--- src/rtl/seq_run_scheduler.sv ---
// seq_run_scheduler
// Job controller around a run-of-equal-bits detector. A parallel word is
// captured on an accepted start request, streamed MSB-first one bit per cycle,
// and every bit position whose run of equal bits reaches RUN_LEN is counted as
// a hit. Hits overlap: each further equal bit in a long run is another hit.
//
// Ports
//   i_clk            posedge clock
//   i_rst            synchronous active-high reset (aborts a running job)
//   i_start          job request, sampled only in IDLE
//   i_data_in        job word, captured on the accepting edge
//   o_busy           high in SHIFT and DONE
//   o_done           one-cycle pulse in DONE
//   o_serial_out     bit being streamed (0 outside SHIFT)
//   o_hit_count      number of hit positions (saturating)
//   o_first_hit_idx  index (0 = MSB) of the first hit, 0 if none
//   o_any_hit        high when at least one hit was seen
//   o_curr_state     FSM state: 0 IDLE, 1 SHIFT, 2 DONE
module seq_run_scheduler #(
   parameter int unsigned WORD_W  = 16,
   parameter int unsigned RUN_LEN = 4,
   parameter int unsigned CNT_W   = 5,
   parameter int unsigned IDX_W   = 4
) (
   input  logic              i_clk,
   input  logic              i_rst,
   input  logic              i_start,
   input  logic [WORD_W-1:0] i_data_in,
   output logic              o_busy,
   output logic              o_done,
   output logic              o_serial_out,
   output logic [CNT_W-1:0]  o_hit_count,
   output logic [IDX_W-1:0]  o_first_hit_idx,
   output logic              o_any_hit,
   output logic [1:0]        o_curr_state
);

   localparam int unsigned RL_W = $clog2(RUN_LEN + 1);
   localparam logic [IDX_W-1:0] LastIdx = IDX_W'(WORD_W - 1);
   localparam logic [RL_W-1:0]  RunMax  = RL_W'(RUN_LEN);
   localparam logic [RL_W-1:0]  RunOne  = RL_W'(1);

   typedef enum logic [1:0] {
      StIdle  = 2'd0,
      StShift = 2'd1,
      StDone  = 2'd2
   } state_e;

   state_e            r_state;
   logic [WORD_W-1:0] r_shreg;
   logic [IDX_W-1:0]  r_bit_idx;
   logic [RL_W-1:0]   r_run_len;
   logic              r_prev;
   logic [CNT_W-1:0]  r_hit_count;
   logic [IDX_W-1:0]  r_first_hit_idx;
   logic              r_any_hit;
   logic              r_busy;
   logic              r_done;

   logic              w_bit;
   logic [RL_W-1:0]   w_run_nxt;
   logic              w_hit;

   assign w_bit = r_shreg[WORD_W-1];

   // Run length saturates at RUN_LEN so every further equal bit still reads as a hit.
   always_comb begin
      w_run_nxt = RunOne;
      if (r_bit_idx != '0 && w_bit == r_prev) begin
         w_run_nxt = (r_run_len >= RunMax) ? RunMax : r_run_len + 1'b1;
      end
   end

   assign w_hit = (w_run_nxt == RunMax);

   always_ff @(posedge i_clk) begin
      if (i_rst) begin
         r_state         <= StIdle;
         r_shreg         <= '0;
         r_bit_idx       <= '0;
         r_run_len       <= '0;
         r_prev          <= 1'b0;
         r_hit_count     <= '0;
         r_first_hit_idx <= '0;
         r_any_hit       <= 1'b0;
         r_busy          <= 1'b0;
         r_done          <= 1'b0;
      end else begin
         r_done <= 1'b0;
         case (r_state)
            StIdle: begin
               if (i_start) begin
                  r_shreg         <= i_data_in;
                  r_bit_idx       <= '0;
                  r_run_len       <= '0;
                  r_hit_count     <= '0;
                  r_first_hit_idx <= '0;
                  r_any_hit       <= 1'b0;
                  r_busy          <= 1'b1;
                  r_state         <= StShift;
               end
            end
            StShift: begin
               r_shreg   <= r_shreg << 1;
               r_bit_idx <= r_bit_idx + 1'b1;
               r_prev    <= w_bit;
               r_run_len <= w_run_nxt;
               if (w_hit) begin
                  if (r_hit_count != '1) begin
                     r_hit_count <= r_hit_count + 1'b1;
                  end
                  if (!r_any_hit) begin
                     r_first_hit_idx <= r_bit_idx;
                     r_any_hit       <= 1'b1;
                  end
               end
               if (r_bit_idx == LastIdx) begin
                  r_state <= StDone;
                  r_done  <= 1'b1;
               end
            end
            StDone: begin
               r_busy  <= 1'b0;
               r_state <= StIdle;
            end
            default: begin
               r_busy  <= 1'b0;
               r_state <= StIdle;
            end
         endcase
      end
   end

   assign o_busy          = r_busy;
   assign o_done          = r_done;
   assign o_serial_out    = (r_state == StShift) ? w_bit : 1'b0;
   assign o_hit_count     = r_hit_count;
   assign o_first_hit_idx = r_first_hit_idx;
   assign o_any_hit       = r_any_hit;
   assign o_curr_state    = r_state;

endmodule

--- config.mk ---
export PLATFORM = sky130hd
export DESIGN_NAME = seq_run_scheduler
export DESIGN_NICKNAME = d
export VERILOG_FILES = /design/src/rtl/seq_run_scheduler.sv
export SDC_FILE = /design/constraint.sdc
export NUM_CORES = 1
export LEC_CHECK = 0
export CAP_MARGIN = 10
export CORE_MARGIN = 4
export CORE_UTILIZATION = 37
export CTS_CLUSTER_DIAMETER = 80
export DETAILED_ROUTE_END_ITERATION = 7
export PLACE_DENSITY = 0.61
export SYNTH_ARGS = -nofsm -noshare
export SYNTH_HDL_FRONTEND = slang
export SYNTH_SLANG_ARGS = --single-unit
--- constraint.sdc ---
create_clock -name i_clk -period 2.3 [get_ports i_clk]
set_clock_uncertainty 0.15 [all_clocks]
set_input_delay 0.345 -clock i_clk [delete_from_list [all_inputs] [get_ports i_clk]]
set_output_delay 0.345 -clock i_clk [all_outputs]
set_load 0.005 [all_outputs]
==> results of run 1 <==
worst register-to-register path, delay by kind of cell (launching register included):
family                   cells  cell delay (ns)
flip-flops                   1             0.36
AND/OR/NAND/NOR              1             0.19
adder cells (fa/ha/maj)      2             0.48
AO/OA/AOI/OAI                3             0.73
sequential cells by signal, summed over array words and instances, names as in the netlist:
| name | flops |
|---|---|
| o_any_hit | 1 |
| o_busy | 1 |
| o_curr_state | 2 |
| o_done | 1 |
| o_first_hit_idx | 4 |
| o_hit_count | 5 |
| r_bit_idx | 4 |
| r_prev | 1 |
| r_run_len | 3 |
| r_shreg | 16 |
kinds of logic (layout without fill, tap and decap cells):
family	count (synthesis)	in the layout	synth area share [%]
compound gates	56	56	24.30
xor+xnor	1	1	0.9132
fa+ha+maj	6	6	4.213
buf+inv	23	60	5.407
flops	38	38	42.70
simple gates	89	89	22.47
Yosys cell counts, drive strengths merged, types with 2 or more instances:
| cell | count |
|---|---|
| dfxtp | 38 |
| nand2 | 38 |
| nor2 | 27 |
| a311oi | 17 |
| a21oi | 15 |
| inv | 9 |
| nand3 | 9 |
| buf | 8 |
| clkbuf | 6 |
| ha | 6 |
| nor3 | 6 |
| o311ai | 6 |
| o21ai | 4 |
| a211o | 2 |
| a211oi | 2 |
| a31oi | 2 |
| and3 | 2 |
| nand3b | 2 |
| nor3b | 2 |
per-layer routing:
| metal | routed length [um] | up-vias |
|---|---|---|
| met3 | 148 | 5 |
| met2 | 1841 | 31 |
| met5 | 0 | - |
| li1 | - | 837 |
| met4 | 70 | 0 |
| met1 | 1956 | 765 |
power groups by stage:
stage | clock [W] | sequential [W] | combinational (W)
3_5_place_dp | 0 | 0.000723 | 0.000188
2_1_floorplan | 0 | 0.000722 | 0.000110
4_1_cts | 0.000493 | 0.000708 | 0.000188
6_report | 0.000472 | 0.000708 | 0.000186
3_3_place_gp | 0 | 0.000722 | 0.000187
5_1_grt | 0.000522 | 0.000712 | 0.000209
stage by stage:
| step | util [%] | setup WS, ns | power (W) | area [um2] | hold WS [ns] |
|---|---|---|---|---|---|
| CTS | 50.92 | 0.09848 | 0.001389 | 2293 | 0.3206 |
| detailed placement | 48.89 | 0.3031 | 0.0009111 | 2202 | 0.3168 |
| finish | 50.94 | 0.2536 | 0.001366 | 2295 | 0.3169 |
| global route | 50.94 | 0.09620 | 0.001443 | 2295 | 0.3409 |
| global placement | 48.89 | 0.3087 | 0.0009091 | 2202 | 0.3129 |
| floorplan | - | 0.3428 | 0.0008315 | 1782 | 0.3052 |
repair_timing:
item	in CTS	in global routing
hold endpoints to repair	0	0
setup endpoints to repair	0	1
gates resized for setup	0	1
buffers inserted	0	0
area by class of cell:
| class | count | area (um2) |
|---|---|---|
| Timing Repair Buffer | 43 | 417.9 |
| Inverter | 9 | 33.78 |
| Fill cell | 442 | 2210 |
| Tap cell | 52 | 65.06 |
| Sequential cell | 38 | 762.0 |
| Clock inverter | 1 | 5.005 |
| Multi-Input combinational cell | 152 | 924.6 |
| Clock buffer | 7 | 86.33 |
worst paths after layout:
kind	start	end	slack, ns	cells past startpoint
worst max-delay path	o_curr_state[0]	o_serial_out	0.25	5
worst min-delay path	r_shreg[8]	r_shreg[9]	0.32	2
worst max register to register	o_hit_count[0]	o_hit_count[0]	0.30	6
worst min register to register	r_shreg[8]	r_shreg[9]	0.32	2
==> impl_metrics.csv, run 1 <==
group,metric,value,unit
pwr,powerDensity,595.3,mW/mm2
synth,synth_nets,238,
placement,dp_hpwl,2800,um
grt,grt_max_degree,39,
synth,synth.avg_cell_area,8.365,um2
floorplan,core_region_area,0.004504,mm2
worst_setup_path,crit_family,"buffers and inverters",
sta,tightest_slew,0.4676,ns
worst_setup_path,slowest_delay,0.49,ns
status,outcome,"finished clean",
synth,ys.flop_type,"dfxtp_1",
pwr,p_sw,0.0003471,W
clock_tree,cts_sinks,38,
sta,finalSetupViolCount,0,
floorplan,rows,24,
route,ant_nets,0,
worst_setup_path,cp-end-kind,"output pin",
worst_hold_path,min_path_type,"reg -> reg",
grt,grtUsageMet2,21.16,%
finish,finalNonFillerCells,302,
synth,synth_cell_types,35,
route,vias,1638,
floorplan,die_h,77.40,um
sta,maxSlewHeadroom,68.83,%
grt,grt_pass1_vias,1483,
synth,ys_seq_area_share,42.70,%
floorplan,dieArea,0.005990,mm2
worst_setup_path,crit_chain,"inv_1 -> nor2_2 -> nand2_1 -> inv_1 -> clkdlybuf4s50_1",
sta,rsz0062_at_grt,"false",
worst_setup_path,path_buf_inv,3,
pwr,clock_power_share,34.6,%
worst_setup_path,crit_top_cell,"inv_1",
route,drcViolationCount,0,
clock_tree,clkTransAtPathRegs,0.08,ns
finish,final_layout_size_suffix_gt1_share,10.80,%
synth,synth_area,0.001782,mm2
finish,area_delta_synth_final,28.79,%
sta,fin_crit,2.046,ns
sta,fmax,488.7,MHz
finish,final_cell_mix,"nand2_1, dfxtp_1, clkdlybuf4s50_1",
synth,synth_warnings,0,
floorplan,fp.dieW,77.40,um
pwr,power.internal,0.001019,W
floorplan,ios,34,
finish,final_common_cell,"nand2_1",
finish,layout.nets,274,
synth,synth-edff-count,0,
worst_setup_path,cp.required,1.80,ns
route,wl,4017,um
clock_tree,clock_tree.root_cell,"clkbuf_8",
grt,grt_remaining_overflow,0,
clock_tree,numCtsBuffers,5,
clock_tree,max-clock-path-buffers,2,
pwr,vdd_drop_max,401.6,uV
synth,synthCells,213,
placement,port_buffers,33,
pwr,switching_share,25.41,%
clock_tree,hold_buffers,0,
worst_setup_path,critical_path_class,"reg -> out",
worst_setup_path,worst_path_max_delay_cell,"clkdlybuf4s50_1",
placement,gp_congestion,0.7562,
grt,grt_pass1_wl,6713,um
clock_tree,htree_levels,2,
finish,diodes,0,
synth,ys_ff_latch,38,
synth,synth_top_area_share,42.70,%
grt,met1_usage,18.32,%
clock_tree,cts_tree,"done",
worst_setup_path,critPathLaunchType,"flop",
placement,dp_cells,294,
worst_setup_path,critPathMaxFanout,8,
sta,slew_violations,0,
grt,use_met3,3.472,%
route,post_drt_via_cell_ratio,5.424,
grt,track_usage,13.89,%
synth,synth_top_area_cell,"dfxtp_1",
route,avgRoutedWirePerCell,13.30,um
synth,synthArstFlopShare,0,%
sta,timing.final.crit_share,88.97,%
route,drtIter0Drc,93,
clock_tree,clk_latency,0.29,ns
grt,grt_busiest_layer,"met2",
pwr,power_frac_comb,13.6,%
grt,antenna_found_initial,0,
synth,synth_area_leaders,"dfxtp_1, a311oi_1, nand2_1",
sta,hold_viol,0,
worst_setup_path,arrival,1.55,ns
pwr,p_leak,0.8723,nW
sta,finalSetupTns,0,ns
route,first_pass_iters,4,
floorplan,initial_core_util,39.56,%
flow_run,cap_violations,0,
pwr,sequentialPowerShare,51.8,%
Power figures use the tool's default switching activity.
==> inputs of run 2 (changes only) <==
- CTS_CLUSTER_SIZE: default -> 30
==> results of run 2 <==
No change in the layout: final DEF, timing and power equal those of run 1.
